--- src/rtl/axis_dot_driver_if.sv ---
// One AXI4-Stream link: 32-bit data with last/valid/ready handshake.
interface axis_dot_driver_if;
    logic [31:0] tdata;
    logic        tlast;
    logic        tvalid;
    logic        tready;

    modport master (output tdata, output tlast, output tvalid, input tready);
    modport slave  (input tdata, input tlast, input tvalid, output tready);
endinterface

--- src/rtl/axis_dot_driver.sv ---
// Stream initiator for the dot core: sends a buffered input vector, captures
// the result words into a readable buffer and times the run.
module axis_dot_driver #(
    parameter int unsigned IN_WORDS  = 80,
    parameter int unsigned OUT_WORDS = 40,
    parameter int unsigned TIMEOUT   = 44100
) (
    input  logic                         aclk,
    input  logic                         rst,
    input  logic                         wr_en,
    input  logic [$clog2(IN_WORDS)-1:0]  wr_addr,
    input  logic [31:0]                  wr_data,
    input  logic                         start,
    output logic                         busy,
    output logic                         done,
    output logic                         timeout,
    output logic                         err_tlast,
    output logic [31:0]                  cycles,
    input  logic [$clog2(OUT_WORDS)-1:0] rd_addr,
    output logic [31:0]                  rd_data,
    axis_dot_driver_if.master            m_axis,
    axis_dot_driver_if.slave             s_axis
);
    localparam int unsigned IA  = $clog2(IN_WORDS);
    localparam int unsigned OA  = $clog2(OUT_WORDS);
    localparam int unsigned TXW = $clog2(IN_WORDS + 1);
    localparam int unsigned RXW = $clog2(OUT_WORDS + 1);

    typedef enum logic [1:0] {IDLE, RUN, DONE} state_t;

    state_t         state;
    logic [TXW-1:0] tx_idx;
    logic [RXW-1:0] rx_idx;
    logic [31:0]    buf_in  [IN_WORDS];
    logic [31:0]    buf_out [OUT_WORDS];

    logic           tx_hs;
    logic           rx_hs;
    logic           rx_last;
    logic           rx_final;
    logic [TXW-1:0] tx_next;
    logic [31:0]    cycles_inc;

    assign tx_hs      = m_axis.tvalid & m_axis.tready;
    assign rx_hs      = s_axis.tvalid & s_axis.tready;
    assign rx_last    = (rx_idx == RXW'(OUT_WORDS - 1));
    assign rx_final   = rx_hs & rx_last;
    assign tx_next    = tx_idx + TXW'(1);
    assign cycles_inc = cycles + 32'(1);

    // Run control, TX/RX indices and all status outputs.
    always_ff @(posedge aclk or posedge rst) begin
        if (rst) begin
            state         <= IDLE;
            tx_idx        <= '0;
            rx_idx        <= '0;
            busy          <= 1'b0;
            done          <= 1'b0;
            timeout       <= 1'b0;
            err_tlast     <= 1'b0;
            cycles        <= '0;
            m_axis.tdata  <= '0;
            m_axis.tlast  <= 1'b0;
            m_axis.tvalid <= 1'b0;
            s_axis.tready <= 1'b0;
        end else begin
            case (state)
                IDLE, DONE: begin
                    if (start) begin
                        state         <= RUN;
                        tx_idx        <= '0;
                        rx_idx        <= '0;
                        busy          <= 1'b1;
                        done          <= 1'b0;
                        timeout       <= 1'b0;
                        err_tlast     <= 1'b0;
                        cycles        <= '0;
                        m_axis.tdata  <= buf_in[IA'(0)];
                        m_axis.tlast  <= (IN_WORDS == 1);
                        m_axis.tvalid <= 1'b1;
                        s_axis.tready <= 1'b1;
                    end
                end
                RUN: begin
                    cycles <= cycles_inc;
                    if (tx_hs) begin
                        tx_idx        <= tx_next;
                        m_axis.tvalid <= (32'(tx_next) < IN_WORDS);
                        m_axis.tlast  <= (32'(tx_next) == IN_WORDS - 1);
                        if (32'(tx_next) < IN_WORDS)
                            m_axis.tdata <= buf_in[IA'(tx_next)];
                    end
                    if (rx_hs) begin
                        rx_idx <= rx_idx + RXW'(1);
                        if (s_axis.tlast != rx_last)
                            err_tlast <= 1'b1;
                    end
                    // Completion wins over a timeout landing on the same edge.
                    if (rx_final || cycles_inc == TIMEOUT) begin
                        state         <= DONE;
                        busy          <= 1'b0;
                        done          <= 1'b1;
                        timeout       <= ~rx_final;
                        m_axis.tvalid <= 1'b0;
                        s_axis.tready <= 1'b0;
                    end
                end
                default: state <= IDLE;
            endcase
        end
    end

    // Input buffer: writable only while no run is in flight.
    always_ff @(posedge aclk) begin
        if (wr_en && state != RUN && 32'(wr_addr) < IN_WORDS)
            buf_in[wr_addr] <= wr_data;
    end

    // Result capture; rx_idx never exceeds OUT_WORDS-1 while tready is high.
    always_ff @(posedge aclk) begin
        if (rx_hs)
            buf_out[OA'(rx_idx)] <= s_axis.tdata;
    end

    always_ff @(posedge aclk or posedge rst) begin
        if (rst)
            rd_data <= '0;
        else if (32'(rd_addr) < OUT_WORDS)
            rd_data <= buf_out[rd_addr];
        else
            rd_data <= '0;
    end
endmodule

--- src/flat_wrapper.sv ---
// flat-port wrapper written by rule: the top's interface ports become plain ports
module axis_dot_driver_flat 
#(
    parameter int unsigned IN_WORDS  = 80,
    parameter int unsigned OUT_WORDS = 40,
    parameter int unsigned TIMEOUT   = 44100
)
  (aclk, rst, wr_en, wr_addr, wr_data, start, busy, done, timeout, err_tlast, cycles, rd_addr, rd_data, m_axis_tdata, m_axis_tlast, m_axis_tvalid, m_axis_tready, s_axis_tdata, s_axis_tlast, s_axis_tvalid, s_axis_tready);
  axis_dot_driver_if m_axis_i ();
  axis_dot_driver_if s_axis_i ();
  input  logic aclk;
  input  logic rst;
  input  logic wr_en;
  input  logic [$clog2(IN_WORDS)-1:0] wr_addr;
  input  logic [31:0] wr_data;
  input  logic start;
  output logic busy;
  output logic done;
  output logic timeout;
  output logic err_tlast;
  output logic [31:0] cycles;
  input  logic [$clog2(OUT_WORDS)-1:0] rd_addr;
  output logic [31:0] rd_data;
  output wire logic [$bits(m_axis_i.tdata)-1:0] m_axis_tdata;
  output wire logic [$bits(m_axis_i.tlast)-1:0] m_axis_tlast;
  output wire logic [$bits(m_axis_i.tvalid)-1:0] m_axis_tvalid;
  input wire logic [$bits(m_axis_i.tready)-1:0] m_axis_tready;
  input wire logic [$bits(s_axis_i.tdata)-1:0] s_axis_tdata;
  input wire logic [$bits(s_axis_i.tlast)-1:0] s_axis_tlast;
  input wire logic [$bits(s_axis_i.tvalid)-1:0] s_axis_tvalid;
  output wire logic [$bits(s_axis_i.tready)-1:0] s_axis_tready;
  assign m_axis_tdata = m_axis_i.tdata;
  assign m_axis_tlast = m_axis_i.tlast;
  assign m_axis_tvalid = m_axis_i.tvalid;
  assign m_axis_i.tready = m_axis_tready;
  assign s_axis_i.tdata = s_axis_tdata;
  assign s_axis_i.tlast = s_axis_tlast;
  assign s_axis_i.tvalid = s_axis_tvalid;
  assign s_axis_tready = s_axis_i.tready;
  axis_dot_driver #(.IN_WORDS(IN_WORDS), .OUT_WORDS(OUT_WORDS), .TIMEOUT(TIMEOUT)) u_core (.aclk(aclk), .rst(rst), .wr_en(wr_en), .wr_addr(wr_addr), .wr_data(wr_data), .start(start), .busy(busy), .done(done), .timeout(timeout), .err_tlast(err_tlast), .cycles(cycles), .rd_addr(rd_addr), .rd_data(rd_data), .m_axis(m_axis_i), .s_axis(s_axis_i));
endmodule
--- config.mk ---
export PLATFORM = sky130hd
export DESIGN_NAME = axis_dot_driver_flat
export DESIGN_NICKNAME = d
export VERILOG_FILES = /design/src/rtl/axis_dot_driver_if.sv /design/src/rtl/axis_dot_driver.sv /design/src/flat_wrapper.sv
export SDC_FILE = /design/constraint.sdc
export NUM_CORES = 2
export LEC_CHECK = 0
export ABC_AREA = 1
export BUFFER_PORTS_ARGS = -buffer_cell sky130_fd_sc_hd__buf_4
export CAP_MARGIN = 10
export CORE_ASPECT_RATIO = 0.9
export CORE_UTILIZATION = 40
export CTS_BUF_LIST = sky130_fd_sc_hd__clkbuf_2
export DETAILED_ROUTE_END_ITERATION = 8
export PLACE_DENSITY = 0.51
export SYNTH_ARGS = -nofsm -noshare
export SYNTH_HDL_FRONTEND = slang
export SYNTH_SLANG_ARGS = --single-unit
--- constraint.sdc ---
create_clock -name aclk -period 4.2 [get_ports aclk]
set_input_delay 0.84 -clock aclk [delete_from_list [all_inputs] [get_ports aclk]]
set_output_delay 0.84 -clock aclk [all_outputs]
set_load 0.02 [all_outputs]
# Word level (Yosys, flattened, before mapping)
# Memory sizes are Yosys's and may differ from the RTL's.
# Index checks and enable logic that the tools add are counted.
totals:
  mem_bits_ro: 0
  memories: 2
  inputBits: 84
  word_cells: 88
  latch_bits: 0
  regBits: 117
  ramBits: 3840
memory_table:
  columns: ["memory", "words", "width", "rd", "rd_clocked_by_memory_dff", "wr", "line", "rtl"]
  rows:
  - ["u_core.buf_in", 80, 32, 2, 0, 1, "axis_dot_driver.sv:34", "logic [31:0] buf_in [IN_WORDS];"]
  - ["u_core.buf_out", 40, 32, 1, 0, 1, "axis_dot_driver.sv:35", "logic [31:0] buf_out [OUT_WORDS];"]
classes:
  n_bitwise: 4
  n_reduce_logical: 14
  eq_ne: 14
  n_div: 0
  add_sub_neg: 3
  n_lt_le_gt_ge: 3
  shifts: 0
  muxes: 36
  multipliers: 0
ops:
  columns: ["cell", "n"]
  rows:
  - ["$mux W32", 5]
  - ["$pmux W32 S2", 2]
  - ["$add A32 B1 Y32 const B", 1]
  - ["$eq A32 B16 Y1 const B", 1]
  - ["$lt A7 B7 Y1 const B", 2]
  - ["$mux W1", 14]
  - ["$mux W7", 2]
  - ["$pmux W7 S2", 1]
  - ["$mux W6", 2]
  - ["$ne A2 B1 Y1 const B", 6]
  - ["$pmux W1 S2", 6]
  - ["$pmux W6 S2", 1]
  - ["$reduce_and A3 Y1", 4]
  - ["$reduce_and A4 Y1", 2]
  - ["$add A7 B1 Y7 const B", 1]
  - ["$eq A7 B7 Y1 const B", 1]
  - ["$add A6 B1 Y6 const B", 1]
  - ["$eq A6 B6 Y1 const B", 1]
  - ["$lt A6 B6 Y1 const B", 1]
  - ["$mux W2", 2]
  - ["$pmux W2 S2", 1]
  - ["$reduce_and A2 Y1", 2]
  - ["$and A1 B1 Y1", 3]
  - ["$ne A3 B1 Y1 const B", 1]
  - ["10 further kinds", 11]

# Logic depth before layout (Yosys ltp)
depth:
  ltp_word: 5
  mapped_depth: 20
  depth_no_buf: 17

# Worst setup path after synthesis
# Ideal clock, no wire load.
synth_timing:
  kind: "input-to-reg"
  start: "input port wr_addr[4]"
  end: "memory u_core.buf_in[0][0] (enable)"
  arrival_time_ps: 3054
  stages: 5
  setup_time_ps: 421
  setup_slack_ps: 725
  path_cell_list: "nor2_1 -> o21ai_0 -> nor2_1 -> nand4_1 -> nor2_1"
synth_between:
  elab_chain_cells: 4
synth_rtl:
  columns: ["element", "line", "rtl"]
  rows:
  - ["start, declared", "flat_wrapper.sv:14", "input logic [$clog2(IN_WORDS)-1:0] wr_addr;"]
  - ["$lt A7 B7 Y1", "axis_dot_driver.sv:115", "if (wr_en && state != RUN && 32'(wr_addr) < IN_WORDS)"]
  - ["$logic_and A1 B1 Y1", "axis_dot_driver.sv:115", null]
  - ["$mux W1", "axis_dot_driver.sv:115", null]
  - ["$mux W1 (implied by the code)", "axis_dot_driver.sv:116", "buf_in[wr_addr] <= wr_data;"]
  - ["end, declared", "axis_dot_driver.sv:34", null]
# Several ways; a longest one is shown, not always the timed one.

# Worst setup path after layout
layout_timing:
  start: "input port rd_addr[0]"
  end: "register u_core.rd_data[31]"
layout_between:
  elab_chain_cells: 2
  word_cells_on_any_way: 3
  classes_between: "1 x order compare; 1 x mux; 1 x memory"
layout_rtl:
  columns: ["element", "line", "rtl"]
  rows:
  - ["start, declared", "flat_wrapper.sv:22", "input logic [$clog2(OUT_WORDS)-1:0] rd_addr;"]
  - ["$mem_v2 Z40 W32 or $lt A6 B6 Y1 (tied branches)", null, null]
  - ["$mux W32 *", "axis_dot_driver.sv:128", "else if (32'(rd_addr) < OUT_WORDS)"]
  - ["end signal, assigned", "axis_dot_driver.sv:129", "rd_data <= buf_out[rd_addr];"]
  - ["end, declared", "axis_dot_driver.sv:20", "output logic [31:0] rd_data,"]
# Mark *: on every way between the ends. The rest lies on a longest branch, timed or not.
# A chain may end at the register's enable or synchronous reset.

==> reports/metrics.yaml <==
status: "finished, final reports clean"
slew_headroom: 0.191
clk_latency_ns: 2.33
setup_viol: 0
netlist_area_um2: 156000
drc_errors: 0
io_buffers: 186
start_kind: "primary input"
p_seq_frac: 0.473
syn-num-nets: 12000
cap_violations: 0
synthCells: 11900
ant_nets: 0
min_period_over_period: 0.985
wl_um: 523000
yosysTopAreaCell: "edfxtp_1"
combPwrFrac: 0.259
fmax_mhz: 242
intPower_uw: 60600
hold_violations: 0
cp_max_fo: 128
synthTopCellsByArea: "edfxtp_1 (74%), o21ai_0 (7.1%), nor2_1 (5.9%), o22ai_1 (2.9%), dfrtp_1 (1.9%)"
rsz0062_at_grt: "false"
coreArea_um2: 386000
yosysWarningCount: 0
rr_startpoint: "u_core.state[0]$_DFFE_PP0P_"
hold_depth: 7
synth_cell_types: 35
grt_start_max_net_pins: 216
path_cells: "dlygate4sd3_1 > buf_8 > dlygate4sd3_1 > buf_12 > o21ai_0 > dlygate4sd3_1 > o221ai_1 > dlygate4sd3_1 > o211ai_1 > dlygate4sd3_1 > a21oi_1 > dlygate4sd3_1"
end_kind: "register"
die_h_um: 594
synth_top_cell_area_share: 0.741
num_vias: 109000
final_cell_mix: "edfxtp_1 (3840), nor2_1 (2313), o21ai_0 (2206), clkbuf_2 (1391), o22ai_1 (720)"
worstSetupStartpoint: "rd_addr[0]"
clkSlewWorstSetupHoldPaths_ns: 0.10
layout-drive-gt1-share: 0.168
switching_power_uw: 33900
cts_tree: "yes"
dr.pass1.iters: 8
seq_area_frac_synth: 0.759
via_per_inst: 5.79
holdPathEnd: "u_core.rd_data[11]$_DFF_PP0_"
grt_pass1_vias: 104000
cp_common_cell: "dlygate4sd3_1"
hp-start: "rd_addr[3]"
cellLeakagePower_uw: 0.0588
drv_slew: 0
max_stage_delay_ns: 1.32
syn_avg_cell_area_um2: 13.1
hold_path_class: "in2reg"
finalPower_uw: 94600
drtIter0Drc: 13000
cts_made_buffers: 957
ios: 187
ff2ff_path_depth: 9
ys_ff_latch: 3957
row_count: 216
clock_sinks: 3957
reg2reg_to: "u_core.buf_in[60][19]$_DFFE_PP_"
clock_power_share: 0.269
dp.final_hpwl_um: 277000
power_density_nw_per_um2: 531
fin_nets: 13000
initial_core_util: 0.403
htreeDepth: 6
grt_pass1_wl_um: 741000
antenna_found_initial: 37
clk_path_buf_depth: 4
clock-root-buffer: "clkbuf_2"
setup-tns-final_ns: 0
peakVddDrop_uv: 514
gp_congestion: 0.854
area_growth_pct: 14.3
r2r_slack_ns: 0.26
crit_type: "in2reg"
post_drt_wl_per_cell_um: 27.9
slowest_stage: "dlygate4sd3_1"
die-area_um2: 392000
switching_share: 0.359
tightest_slew_ns: 1.21
gr-usage-all-layers: 0.259
grt-ovfl-total: 0
cp.required_ns: 6.48
layout_commonest_cell: "edfxtp_1"
layout_min_cycle_time_ns: 4.14
die_w_um: 660
clock_skew_ns: 0.372
cp.arrival_ns: 6.41
[metal layers]
layer | vias up | part of all wire | global-route usage | wire [um]
li1 | 47100 | - | - | -
met1 | 54900 | 0.42 | 0.372 | 222000
met2 | 5805 | 0.45 | 0.394 | 234000
met3 | 942 | 0.097 | 0.0520 | 50800
met4 | 14 | 0.032 | 0.0857 | 16600
met5 | - | 0.00016 | 0 | 84
[registers in the layout (all words and copies together), names as in the netlist]
register / cells
u_core.buf_in: 2560
u_core.buf_out: 1280
u_core.cycles: 32
u_core.done: 1
u_core.err_tlast: 1
u_core.m_axis.tdata: 32
u_core.m_axis.tlast: 1
u_core.m_axis.tvalid: 1
u_core.rd_data: 32
u_core.rx_idx: 6
u_core.s_axis.tready: 1
u_core.state: 2
u_core.timeout: 1
u_core.tx_idx: 7
[critical path, delay by kind of cell]
| family | cells | cell delay [ns] |
|---|---|---|
| buffers and inverters | 8 | 4.89 |
| AOI/OAI and AO/OA | 4 | 0.58 |
[how the worst max path moves through the flow]
stage	slack [ns]	cells past startpoint	to
finish	0.06	12	u_core.rd_data[31]$_DFF_PP0_
global route	0.05	13	u_core.rd_data[31]$_DFF_PP0_
CTS	0.01	1	m_axis_tdata[12]
detailed placement	0.47	13	u_core.m_axis.tdata[21]$_DFFE_PP0P_
global placement	0.46	13	u_core.m_axis.tdata[28]$_DFFE_PP0P_
floorplan	0.26	1	u_core.cycles[0]$_DFFE_PP0P_
[cells by family after synthesis]
group / count (synthesis) / synth area share
buffers and inverters: 985 / 0.0266
adders and majority gates: 5 / 0.000402
DFF: 3957 / 0.759
and+or+nand+nor: 3387 / 0.0853
AOI/OAI and AO/OA: 3521 / 0.128
xor gates and xnor gates: 8 / 0.000498
[stage by stage]
step	area, um2	cells	worst slack, ns	hold WS (ns)	utilization
after floorplan	156000	11900	0.259	0.459	-
after global placement	165000	16700	0.465	0.461	0.428
after detailed placement	165000	16700	0.469	0.471	0.428
after CTS	178000	18800	0.0104	0.00363	0.461
after global routing	178000	18800	0.0464	0.180	0.461
final	178000	18800	0.0644	0.265	0.461
[synth_stat cells]
library cell	number
edfxtp_1	3840
nor2_1	2434
o21ai_0	2206
o22ai_1	720
clkbuf_1	574
nand2_1	539
nand3_1	369
o221ai_1	225
buf_2	215
o211ai_1	186
a21oi_1	123
inv_1	120
dfrtp_1	117
buf_4	40
o21ai_1	32
o21bai_1	25
buf_1	23
nand4_1	14
nor3_1	10
inv_2	8
xor2_1	7
nor2_2	6
or2_2	6
ha_1	5
buf_6	3
and2_1	2
clkinv_1	2
nand2_2	2
nand3b_1	2
nor4_1	2
o21a_1	2
a31oi_1	1
nor2_4	1
o41ai_1	1
xor2_2	1
[area by class of cell]
class,instances,area [um2]
diodes,30,75.1
clock buffers,1391,6960
clock inverters,322,1700
fillers,34800,208000
inverters,130,541
multi-input cells,6921,34300
flip-flops and latches,3957,118000
well taps,5123,6410
repair buffers,909,9720
[power by group through the flow]
stage	Clock, uW	Combinational [uW]	Sequential, uW
global placement	0	23600	45500
detailed placement	0	23800	45500
global route	27900	26500	44700
finish	25400	24400	44700
floorplan	0	14100	45500
CTS	26100	24300	44600
[repair_timing]
action,in CTS,in global routing
hold buffers,317,0
pin swaps,0,1
endpoints found under the hold margin,7851,0
buffers inserted,0,3
gates resized for setup,7,1
endpoints found under the setup margin,7,3
No activity file was read; power rests on OpenSTA's default activity.
